<file path="src/rtl/dm_load_ctrl_pkg.sv">
// Shared load-op encodings and FSM state type for the data-memory load controller.
// The l_op codes match the store byte-enable generator's op definitions.
package dm_load_ctrl_pkg;

  localparam logic [2:0] LOP_LW  = 3'b001;
  localparam logic [2:0] LOP_LH  = 3'b010;
  localparam logic [2:0] LOP_LHU = 3'b011;
  localparam logic [2:0] LOP_LB  = 3'b100;
  localparam logic [2:0] LOP_LBU = 3'b101;

  typedef enum logic [1:0] {
    IDLE = 2'd0,
    REQ  = 2'd1,
    WAIT = 2'd2,
    DONE = 2'd3
  } state_t;

  function automatic logic lop_valid(input logic [2:0] op);
    return (op == LOP_LW) || (op == LOP_LH) || (op == LOP_LHU) ||
           (op == LOP_LB) || (op == LOP_LBU);
  endfunction

endpackage

</file>
<file path="src/rtl/dm_load_ctrl_load_ext.sv">
// Combinational byte/halfword extractor with sign or zero extension of the read word.
module load_ext
  import dm_load_ctrl_pkg::*;
(
  input  logic [2:0]  l_op,
  input  logic [1:0]  addr_lo,
  input  logic [31:0] word,
  output logic [31:0] result
);

  logic [15:0] half_sel;
  logic [7:0]  byte_sel;

  always_comb begin
    half_sel = addr_lo[1] ? word[31:16] : word[15:0];
    byte_sel = word[{addr_lo, 3'b000} +: 8];
    case (l_op)
      LOP_LW:  result = word;
      LOP_LH:  result = {{16{half_sel[15]}}, half_sel};
      LOP_LHU: result = {16'h0000, half_sel};
      LOP_LB:  result = {{24{byte_sel[7]}}, byte_sel};
      LOP_LBU: result = {24'h000000, byte_sel};
      default: result = '0;
    endcase
  end

endmodule

</file>
<file path="src/rtl/dm_load_ctrl.sv">
// MEM-stage load controller: word-aligned bus read, extraction/extension, timeout abort.
// Optional alignment check enabled by defining LOAD_ALIGN_CHECK_EN.
module dm_load_ctrl
  import dm_load_ctrl_pkg::*;
#(
  parameter int unsigned TIMEOUT_CYCLES = 255
) (
  input  logic        clk,
  input  logic        reset,
  input  logic        req_valid,
  output logic        req_ready,
  input  logic [2:0]  l_op,
  input  logic [31:0] addr,
  output logic        bus_rd_valid,
  output logic [31:0] bus_addr,
  input  logic        bus_rd_ready,
  input  logic        bus_rdata_valid,
  input  logic [31:0] bus_rdata,
  output logic [31:0] rdata,
  output logic        rdata_valid,
  output logic        stall,
  output logic        adel,
  output logic        bus_err
);

  state_t      state_reg, state_next;
  logic [2:0]  l_op_reg, l_op_next;
  logic [31:0] addr_reg, addr_next;
  logic [15:0] cnt_reg, cnt_next;
  logic [31:0] rdata_reg, rdata_next;
  logic        adel_reg, adel_next;
  logic        bus_err_reg, bus_err_next;
  logic        ready_en_reg;
  logic        misaligned;
  logic        accept;
  logic        timed_out;
  logic [31:0] ext_word;

`ifdef LOAD_ALIGN_CHECK_EN
  assign misaligned = ((l_op == LOP_LW) && (addr[1:0] != 2'b00)) ||
                      (((l_op == LOP_LH) || (l_op == LOP_LHU)) && addr[0]);
`else
  assign misaligned = 1'b0;
`endif

  // ready_en_reg keeps req_ready low while reset is asserted
  assign req_ready = (state_reg == IDLE) && ready_en_reg;
  assign accept    = req_valid && req_ready;

  // The abort edge is the one on which the counter would reach TIMEOUT_CYCLES-1
  assign timed_out = (32'(cnt_reg) + 32'd2) >= TIMEOUT_CYCLES;

  load_ext u_load_ext (
    .l_op    (l_op_reg),
    .addr_lo (addr_reg[1:0]),
    .word    (bus_rdata),
    .result  (ext_word)
  );

  always_comb begin
    state_next   = state_reg;
    l_op_next    = l_op_reg;
    addr_next    = addr_reg;
    cnt_next     = cnt_reg;
    rdata_next   = rdata_reg;
    adel_next    = adel_reg;
    bus_err_next = bus_err_reg;
    case (state_reg)
      IDLE: begin
        if (accept) begin
          l_op_next = l_op;
          addr_next = addr;
          cnt_next  = '0;
          if (misaligned || !lop_valid(l_op)) begin
            state_next   = DONE;
            rdata_next   = '0;
            adel_next    = misaligned;
            bus_err_next = 1'b0;
          end else begin
            state_next = REQ;
          end
        end
      end
      REQ: begin
        cnt_next = cnt_reg + 16'd1;
        if (timed_out) begin
          state_next   = DONE;
          rdata_next   = '0;
          adel_next    = 1'b0;
          bus_err_next = 1'b1;
        end else if (bus_rd_ready) begin
          state_next = WAIT;
        end
      end
      WAIT: begin
        cnt_next = cnt_reg + 16'd1;
        if (bus_rdata_valid) begin
          state_next   = DONE;
          rdata_next   = ext_word;
          adel_next    = 1'b0;
          bus_err_next = 1'b0;
        end else if (timed_out) begin
          state_next   = DONE;
          rdata_next   = '0;
          adel_next    = 1'b0;
          bus_err_next = 1'b1;
        end
      end
      DONE:    state_next = IDLE;
      default: state_next = IDLE;
    endcase
  end

  always_ff @(posedge clk or negedge reset) begin
    if (!reset) begin
      state_reg    <= IDLE;
      l_op_reg     <= '0;
      addr_reg     <= '0;
      cnt_reg      <= '0;
      rdata_reg    <= '0;
      adel_reg     <= 1'b0;
      bus_err_reg  <= 1'b0;
      ready_en_reg <= 1'b0;
    end else begin
      state_reg    <= state_next;
      l_op_reg     <= l_op_next;
      addr_reg     <= addr_next;
      cnt_reg      <= cnt_next;
      rdata_reg    <= rdata_next;
      adel_reg     <= adel_next;
      bus_err_reg  <= bus_err_next;
      ready_en_reg <= 1'b1;
    end
  end

  assign bus_rd_valid = (state_reg == REQ);
  assign bus_addr     = {addr_reg[31:2], 2'b00};
  assign rdata_valid  = (state_reg == DONE);
  assign stall        = (state_reg != IDLE);
  assign rdata        = rdata_reg;
  assign adel         = adel_reg;
  assign bus_err      = bus_err_reg;

endmodule
</file>
<file path="config.mk">
export PLATFORM = sky130hd
export DESIGN_NAME = dm_load_ctrl
export DESIGN_NICKNAME = d
export VERILOG_FILES = /design/src/rtl/dm_load_ctrl_pkg.sv /design/src/rtl/dm_load_ctrl_load_ext.sv /design/src/rtl/dm_load_ctrl.sv
export SDC_FILE = /design/constraint.sdc
export NUM_CORES = 1
export LEC_CHECK = 0
export ABC_CLOCK_PERIOD_IN_PS = 2300
export CORE_AREA = 3 3 144 160
export DETAILED_ROUTE_END_ITERATION = 12
export DIE_AREA = 0 0 147 163
export GPL_TIMING_DRIVEN = 0
export PLACE_DENSITY = 0.48
export SLEW_MARGIN = 25
export SYNTH_ARGS = -nofsm -noshare
export SYNTH_HDL_FRONTEND = slang
export SYNTH_SLANG_ARGS = --single-unit
</file>
<file path="constraint.sdc">
create_clock -name clk -period 2.3 [get_ports clk]
set_clock_uncertainty 0.1 [all_clocks]
set_input_delay 0.575 -clock clk [delete_from_list [all_inputs] [get_ports clk]]
set_output_delay 0.575 -clock clk [all_outputs]
set_load 0.05 [all_outputs]
</file>
==> impl_results.md <==
* Status: finished clean
* Max Slew Vio Count at 0
* Met2 routed WL at roughly 9000 µm
* Chip width at between 100 and 150 µm
* Residual DRC at 0
* Initial core utilization at 25.10%
* DR WL met3 at 986 µm
* Final Hold Fails at 0
* Io pins at 142
* CP Capture Type: output port
* Wl on met1 at 7644 µm
* Max stage delay on crit path at between 0.8 and 0.9 ns
* Synth Area per Inst at 9.359 µm²
* First-pass GRT wire length at 27,880 µm
* R2r startpoint: cnt_reg[1]$_DFFE_PN0P_
* Slowest-stage cell, CP: clkdlybuf4s50_1
* Cells after synthesis at 575
* Die footprint at 0.02396 mm²
* Final Critical Period at 2.258 ns
* Synth Flop Type: dfrtp_1
* Clock root buffer: clkbuf_16
* WS Path Type: reg2out
* Routability cong. at 0.8125
* CP startpoint kind: register
* Gr usage total at between 10 and 15%
* Power per Cell Area at 1355 mW/mm²
* Hold WS at 0.03455 ns
* Post-route ant nets at 0
* TritonCTS clock tree: done
* Yosys cell types at 50
* Max Clk Rate at between 0.4 and 0.5 GHz
* Clock Sinks at ~90
* Synth Register Bits at between 80 and 90
* Worst Path Max Fanout at 3
* Number of global-route vias before repair at 5,146
* # nets final at 827
* Min-delay worst type: in2async
* Num CTS Buffers at 9
* MaxCap Viol Count at 0
* DR WL/cell at 17.19 µm
* RSZ-0062 raised after global routing: true
* Largest net degree at the start of global routing at 49
* DRT Wirelength at 17,930 µm
* Clock latency on the worst-skew pair at 0.36 ns
* Slew headroom at approximately 62%
* Overflow after GRT at 0
* R2r worst-path depth at 9
* Worst-path clk slew at about 0.07 ns
* Initial antenna violation count at 1
* Sequential Area at 0.002207 mm²
* Slew of the pin with the lowest slew margin at 0.5653 ns
* Post-synth EDFFs at 0
* Multi-input combinational cell area at 0.002960 mm²
* Crit. Startpoint: rdata[6]$_DFFE_PN0P_
* Ys Warns at 0
* Design area at 0.008078 mm²
* Max VDD drop at 0.6171 mV
* Drt pass-1 iters at 5
* Crit path buffers/inverters at 1
* Tcrit/Tclk final at 98.19%
* Setup TNS Final at 0 ns
* DRT iter0 DRCs at 284
* DP Wirelength at roughly 13,000 µm
* Synth async-reset ratio at 100.0%
* Core area at approximately 0.021 mm²
* Row Count at 56
* Via count at 4,988
* R2r endpoint: rdata[14]$_DFFE_PN0P_
* Crit path arrival time at about 1.6 ns
* Die Span Y at 163 µm
* Worst Path Required at 1.62 ns
* Final cell count without fillers at 1,043
* Post-synthesis sequential area ratio at 40.92%
* H-tree levels at 3
* CP delay by family, top: buffers and inverters
* Top Metal Used: met4
* Via density at about 4.8
* Max clock buf depth at 2
* Setup violators final at 0
* Placed cell area at 0.007168 mm²
* Layout cell share with drive strength beyond 1 at 30.85%
* Leakage at 0.003693 µW
* IO buf count at approximately 140
* Placed Cells at 1,006
* Layout area overhead at 50.10%
* Post-synth design cell area at roughly 0.0054 mm²
* Critical path, cell by cell: clkdlybuf4s50_1
* Filler cell count in the final layout at 2,188
* Reg-to-reg slack, setup at 0.06 ns
-- worst max path at each step --
stage	endpoint	slack, ns	cells past startpoint
final	rdata[6]	0.04	1
after global routing	rdata[7]$_DFFE_PN0P_	-0.06	9
after CTS	req_ready	-0.03	5
after detailed placement	rdata[25]$_DFFE_PN0P_	-0.79	8
after global placement	addr_reg[3]$_DFFE_PN0P_	-3.00	1
after floorplan	rdata[16]$_DFFE_PN0P_	0.09	7
-- synth_stat cells (3+ instances only) --
master | count | share of area, %
nor4_1 | 3 | 0.35
or3_1 | 6 | 0.70
nand2_1 | 44 | 3.1
a22o_1 | 7 | 1.1
buf_4 | 33 | 4.6
a211oi_1 | 18 | 2.5
o21ai_1 | 8 | 0.74
a21oi_1 | 44 | 4.1
nand4_1 | 5 | 0.58
dfrtp_1 | 88 | 41
inv_1 | 10 | 0.70
clkbuf_1 | 22 | 1.5
nand2b_1 | 6 | 0.70
ha_1 | 8 | 1.9
buf_6 | 3 | 0.63
mux2_2 | 50 | 10
nor2_1 | 47 | 3.3
nor2b_1 | 3 | 0.35
and2_1 | 6 | 0.70
xnor2_1 | 6 | 0.98
o21a_1 | 3 | 0.42
a222oi_1 | 7 | 1.3
xor2_1 | 7 | 1.1
a22oi_1 | 8 | 1.1
buf_2 | 9 | 0.84
nand3_1 | 15 | 1.4
o21ai_2 | 22 | 3.6
o21ai_0 | 55 | 5.1
nor3_1 | 3 | 0.28
-- cell type report --
class,instances,share of cell area (%)
Tap cell,290,4.492
Antenna cell,1,0.03098
Multi-Input combinational cell,408,36.65
Inverter,11,0.5731
Buffer,64,6.165
Clock inverter,7,0.9139
Clock buffer,9,2.788
Timing Repair Buffer,165,21.07
Sequential cell,88,27.32
-- logic make-up (layout without fill, tap and decap cells) --
group	Yosys count	count (layout)	share of synthesized area, %
xor gates and xnor gates	13	13	2.116
and+or+nand+nor	149	149	13.60
muxes	53	53	11.25
other	2	4	0.1396
AOI/OAI and AO/OA	182	182	21.60
adders and majority gates	8	8	1.860
DFF	88	88	40.92
buffers and inverters	80	256	8.510
-- stage by stage --
step / setup slack [ns] / util, % / power, µW
after floorplan: 0.09389 / - / 6853
after global placement: -2.998 / 33.30 / 8704
after detailed placement: -0.7861 / 33.43 / 8798
after CTS: -0.03413 / 36.37 / 10800
after global routing: -0.05841 / 37.68 / 11620
final: 0.04167 / 37.68 / 10950
-- layer usage --
metal	up-vias	track usage (%)
met5	-	0
met4	0	4.068
met3	22	3.423
met2	133	25.42
met1	2459	18.33
li1	2374	-
-- report_power, final --
group / leakage (µW) / switching (µW) / internal (µW)
registers: 0.00114 / 379 / 2050
clock network: 0.000147 / 743 / 768
logic: 0.00241 / 4200 / 2800
-- placed cells by master, fill, tap and decap left out, types with 6 or more instances in the layout --
cell type and n:
dfrtp_1 84, clkdlybuf4s50_1 84, buf_4 55, mux2_2 50, nor2_1 42, nand2_1 42, a21oi_1 40, o21ai_0 39
dlymetal6s2s_1 34, o21ai_2 25, o21ai_1 21, dlygate4sd2_1 16, nand3_1 15, a211oi_2 12, buf_6 11, clkbuf_2 9
clkbuf_16 9, inv_1 8, a22oi_1 8, xor2_1 7, a22o_1 7, a222oi_1 7, nand2b_1 6, or3_1 6
-- timing repair --
item,CTS,global route
cloned,3,1
pin swaps,15,26
setup endpoints to repair,90,108
hold buffers,0,0
setup buffers,13,8
resized for setup,99,100
Note: power is estimated with default switching activity, not from simulation.
